`src/rtl/rego_uart_tx.sv`:
```
// rtl/rego_uart_tx.sv - streams each change of a 4-bit register as an ASCII hex digit over an 8N1 UART.
module rego_uart_tx #(
  parameter int CLKS_PER_BIT = 868,
  parameter int FIFO_DEPTH   = 8
) (
  input  logic       clk,
  input  logic       resetn,
  input  logic [3:0] regO,
  output logic       tx,
  output logic       busy,
  output logic [4:0] level,
  output logic       overflow
);

  localparam int CW = (CLKS_PER_BIT > 2) ? $clog2(CLKS_PER_BIT) : 1;
  localparam int PW = $clog2(FIFO_DEPTH);
  localparam logic [CW-1:0] CNT_LAST = CW'(CLKS_PER_BIT - 1);
  localparam logic [4:0]    DEPTH5   = 5'(FIFO_DEPTH);

  typedef enum logic [1:0] {IDLE, START, DATA, STOP} state_t;

  state_t        state, state_nx;
  logic [CW-1:0] cnt, cnt_nx;
  logic [2:0]    idx, idx_nx;
  logic [7:0]    shift, shift_nx;
  logic          tx_nx;
  logic          bit_done;

  logic [3:0]    last_val;
  logic [7:0]    mem [FIFO_DEPTH];
  logic [PW-1:0] wr_ptr, rd_ptr;
  logic          change, push_ok, pop;
  logic [7:0]    push_byte;

  assign change  = (regO != last_val);
  assign push_ok = change && ((level < DEPTH5) || pop);

  always_comb begin
    if (regO < 4'd10) push_byte = 8'h30 + {4'h0, regO};
    else              push_byte = 8'h37 + {4'h0, regO};
  end

  // Storage has no reset: resetting the pointers is enough to discard contents.
  always_ff @(posedge clk) begin
    if (push_ok) mem[wr_ptr] <= push_byte;
  end

  always_ff @(posedge clk or negedge resetn) begin
    if (!resetn) begin
      last_val <= 4'h0;
      wr_ptr   <= '0;
      rd_ptr   <= '0;
      level    <= 5'd0;
      overflow <= 1'b0;
    end else begin
      last_val <= regO;
      if (push_ok) wr_ptr <= wr_ptr + PW'(1);
      if (pop)     rd_ptr <= rd_ptr + PW'(1);
      case ({push_ok, pop})
        2'b10:   level <= level + 5'd1;
        2'b01:   level <= level - 5'd1;
        default: level <= level;
      endcase
      if (change && !push_ok) overflow <= 1'b1;
    end
  end

  assign bit_done = (cnt == CNT_LAST);

  always_comb begin
    state_nx = state;
    cnt_nx   = cnt + CW'(1);
    idx_nx   = idx;
    shift_nx = shift;
    pop      = 1'b0;
    case (state)
      IDLE: begin
        cnt_nx = '0;
        if (level != 5'd0) begin
          pop      = 1'b1;
          shift_nx = mem[rd_ptr];
          state_nx = START;
        end
      end
      START: begin
        if (bit_done) begin
          cnt_nx   = '0;
          idx_nx   = 3'd0;
          state_nx = DATA;
        end
      end
      DATA: begin
        if (bit_done) begin
          cnt_nx = '0;
          if (idx == 3'd7) state_nx = STOP;
          else             idx_nx   = idx + 3'd1;
        end
      end
      STOP: begin
        if (bit_done) begin
          cnt_nx = '0;
          // Chain straight into the next frame so queued bytes leave without an idle gap.
          if (level != 5'd0) begin
            pop      = 1'b1;
            shift_nx = mem[rd_ptr];
            state_nx = START;
          end else begin
            state_nx = IDLE;
          end
        end
      end
      default: state_nx = IDLE;
    endcase

    case (state_nx)
      START:   tx_nx = 1'b0;
      DATA:    tx_nx = shift_nx[idx_nx];
      default: tx_nx = 1'b1;
    endcase
  end

  always_ff @(posedge clk or negedge resetn) begin
    if (!resetn) begin
      state <= IDLE;
      cnt   <= '0;
      idx   <= 3'd0;
      shift <= 8'h00;
      tx    <= 1'b1;
    end else begin
      state <= state_nx;
      cnt   <= cnt_nx;
      idx   <= idx_nx;
      shift <= shift_nx;
      tx    <= tx_nx;
    end
  end

  assign busy = (state != IDLE);

endmodule

```
`config.mk`:
```
export PLATFORM = sky130hd
export DESIGN_NAME = rego_uart_tx
export DESIGN_NICKNAME = d
export VERILOG_FILES = /design/src/rtl/rego_uart_tx.sv
export SDC_FILE = /design/constraint.sdc
export NUM_CORES = 1
export LEC_CHECK = 0
export ABC_AREA = 1
export BUFFER_PORTS_ARGS = -buffer_cell sky130_fd_sc_hd__buf_2
export CAP_MARGIN = 10
export CELL_PAD_IN_SITES_DETAIL_PLACEMENT = 0
export CELL_PAD_IN_SITES_GLOBAL_PLACEMENT = 1
export CORE_MARGIN = 2
export CORE_UTILIZATION = 30
export DETAILED_ROUTE_END_ITERATION = 8
export PLACE_DENSITY = 0.55
export SLEW_MARGIN = 20
export SYNTH_ARGS = -nofsm -noshare
export SYNTH_HDL_FRONTEND = slang
export SYNTH_SLANG_ARGS = --single-unit
```
`constraint.sdc`:
```
create_clock -name clk -period 2.5 [get_ports clk]
set_clock_uncertainty 0.1 [all_clocks]
set_input_delay 0.125 -clock clk [delete_from_list [all_inputs] [get_ports clk]]
set_output_delay 0.125 -clock clk [all_outputs]
set_load 0.01 [all_outputs]
```
==> impl_metrics.tcl <==
set metrics [dict create \
    status "complete, no violations" \
    period_needed_ps 2360 \
    reg2reg_to "level[4]" \
    routed_wirelength_microns 10300 \
    cp-end-kind "flop" \
    synthToLayoutAreaGrowth_pct 21.4 \
    p_per_area_mw_per_mm2 701 \
    reg2reg_depth 16 \
    maxSlewViolCount 0 \
    final_nets 561 \
    synthCells 486 \
    die_h_microns 128 \
    hold_viol_final 0 \
    via_per_inst 4.44 \
    drt_iter0_drc 135 \
    comb_power_share 0.166 \
    cp_max_fo 4 \
    rows 45 \
    use_met3 0.0280 \
    fmax_mhz 424 \
    top_usage_layer "met2" \
    reg2reg_setup_slack_ps 140 \
    setup-violations-final 0 \
    cts_buffer_depth 2 \
    grt_pass1_wl_microns 16900 \
    p_sw_frac 0.270 \
    clk_latency_ps 350 \
    htreeDepth 3 \
    n_antenna_cell 0 \
    syn_area_sq_mm 0.00463 \
    clockRootBuffer "clkbuf_16" \
    ioPinCount 14 \
    finalSetupTns_ps 0 \
    start_util 0.306 \
    ys_ff_latch 96 \
    first_pass_iters 4 \
    min_path_cells 2 \
    slew_headroom 0.359 \
    min_to "last_val[3]" \
    fin_util 0.371 \
    drc_errors 0 \
    place.gp.congestion 0.785 \
    clkTransAtPathRegs_ps 70 \
    grt_usage 0.136 \
    core_area_sq_mm 0.0151 \
    ant_nets 0 \
    hp-class "input port to flop" \
    syn_avg_cell_area_sq_um 9.53 \
    seq_area_frac_synth 0.580 \
    die_x_microns 128 \
    power_frac_seq 0.478 \
    grt_setup_unrepaired "yes" \
    yosys_warnings 0 \
    dp_hpwl_microns 7130 \
    portBuffers 13 \
    antenna_found_initial 0 \
    cap_violations 0 \
    p_sw_w 0.00106 \
    met1_usage 0.172 \
    worstHoldStart "regO[3]" \
    timing.rr.start "cnt[1]" \
    cp.arrival_ps 2500 \
    clkPwrFrac 0.355 \
    grt_pass1_vias 3273 \
    overflow 0 \
    critical_path_class "flop to flop" \
    wl_per_cell_microns 14.0 \
    grt_max_degree 41 \
    tightest_slew_ps 961 \
    cts_tree "built" \
    vias 3256 \
    holdWs_ps 358 \
    place_ws_ps 28.8 \
    p_leak_nw 2.46 \
    numCtsBuffers 9 \
    cp.required_ps 2640 \
    cts.sinks 96 \
    p_int_w 0.00287 \
    worst_setup_path_start_kind "flop" \
    worst_ir_drop_vdd_mv 0.371 \
    drive_above_1_share 0.189 \
    setup_ws_ps 140 \
    synth_cell_types 34 \
    use_met2 0.232 \
    synth_nets 506 \
    die_area_sq_mm 0.0164 \
    period_share 0.944 \
]
[stage by stage]
step                cell area, sq um  power, W  cells
detailed placement              5200   0.00253    710
finish                          5620   0.00394    734
global route                    5620   0.00416    734
CTS                             5550   0.00394    731
floorplan                       4630   0.00228    486
global placement                5200   0.00253    710
[power groups by stage]
stage	clock network (W)	logic, W	registers (W)
after detailed placement	0	0.000622	0.00191
after floorplan	0	0.000348	0.00193
final	0.00140	0.000655	0.00188
after global routing	0.00150	0.000752	0.00190
after global placement	0	0.000621	0.00191
after CTS	0.00143	0.000634	0.00188
[repair_timing]
action | 4_1_cts | 5_1_grt
resized for setup | 1 | 11
endpoints found under the hold margin | 43 | 0
hold buffers | 5 | 0
endpoints found under the setup margin | 1 | 18
setup buffers | 0 | 3
pin swaps | 0 | 14
[placed cells by master (no fill, tap or decap), types with 7 or more instances in the layout]
master and n:
nand2_1 142, nand3_1 57, edfxtp_1 56, inv_1 48, dfrtp_1 39, nor2_1 37
buf_4 31, o21ai_0 13, buf_2 13, xor2_1 11, ha_1 10, clkbuf_16 9
a21oi_1 7, xnor2_1 7
[how the worst max path moves through the flow]
stage               slack [ps]  cells after the start     start       end
finish                     140                     16    cnt[1]  level[4]
detailed placement          30                     16    cnt[0]  level[4]
global placement            70                     16  level[4]  level[4]
CTS                         50                     16    cnt[0]  level[4]
global route               -80                     16    cnt[1]  level[4]
floorplan                   50                     17    cnt[0]  level[4]
[flip-flops by register name, indices dropped and copies added (netlist names)]
register,flops
mem,56
cnt,10
shift,8
level,5
last_val,4
idx,3
rd_ptr,3
wr_ptr,3
state,2
overflow,1
tx,1
[cells by family after synthesis]
| family | after synthesis | synth area share |
|---|---|---|
| compound gates | 30 | 0.0403 |
| fa+ha+maj | 14 | 0.0395 |
| simple gates | 265 | 0.254 |
| buf+inv | 63 | 0.0530 |
| flops | 96 | 0.580 |
| xor+xnor | 18 | 0.0341 |
[routing by layer]
metal / vias to the layer above / wire length, microns
met3: 14 / 214
met5: - / 0
met2: 23 / 5130
met4: 0 / 150
met1: 1518 / 4780
li1: 1701 / -
[layout make-up]
type / instances / area [sq um]
fill: 1502 / 9530
sequential: 96 / 2680
multi-input combinational: 327 / 1760
timing repair buffer: 54 / 448
tap: 188 / 235
clock buffer: 10 / 229
inverter: 53 / 199
clock inverter: 6 / 66.3
[synth_stat cells, drive strengths merged]
| cell | number | area [sq um] |
|---|---|---|
| nand2 | 148 | 581 |
| nand3 | 60 | 315 |
| edfxtp | 56 | 1680 |
| inv | 52 | 195 |
| nor2 | 46 | 198 |
| dfrtp | 39 | 976 |
| o21ai | 14 | 73.8 |
| ha | 13 | 163 |
| xor2 | 11 | 96.3 |
| a21oi | 9 | 48.8 |
| buf | 7 | 35.0 |
| xnor2 | 7 | 61.3 |
| nor3 | 5 | 25.0 |
| clkbuf | 3 | 11.3 |
| nand4 | 3 | 33.8 |
| or2 | 3 | 21.3 |
| a31o | 2 | 17.5 |
| o22ai | 2 | 12.5 |
| a211oi | 1 | 7.51 |
| a21boi | 1 | 18.8 |
| clkinv | 1 | 3.75 |
| dfstp | 1 | 26.3 |
| fa | 1 | 20.0 |
| o31ai | 1 | 7.51 |
[critical path, stage by stage, from the launching register on]
cell      delay (ps)
dfrtp_1          360
ha_2             200
nand2_2           80
nor2_4           140
nand4_4          100
nand2_4          100
nand2_4           60
nor2_4           200
ha_4             250
nand2_2           60
nor2_2            40
a211oi_2         230
nand2_1           90
o21ai_2           80
nand2_1           70
nand2_1           50
inv_1             40
(Power assumes the default switching activity.)
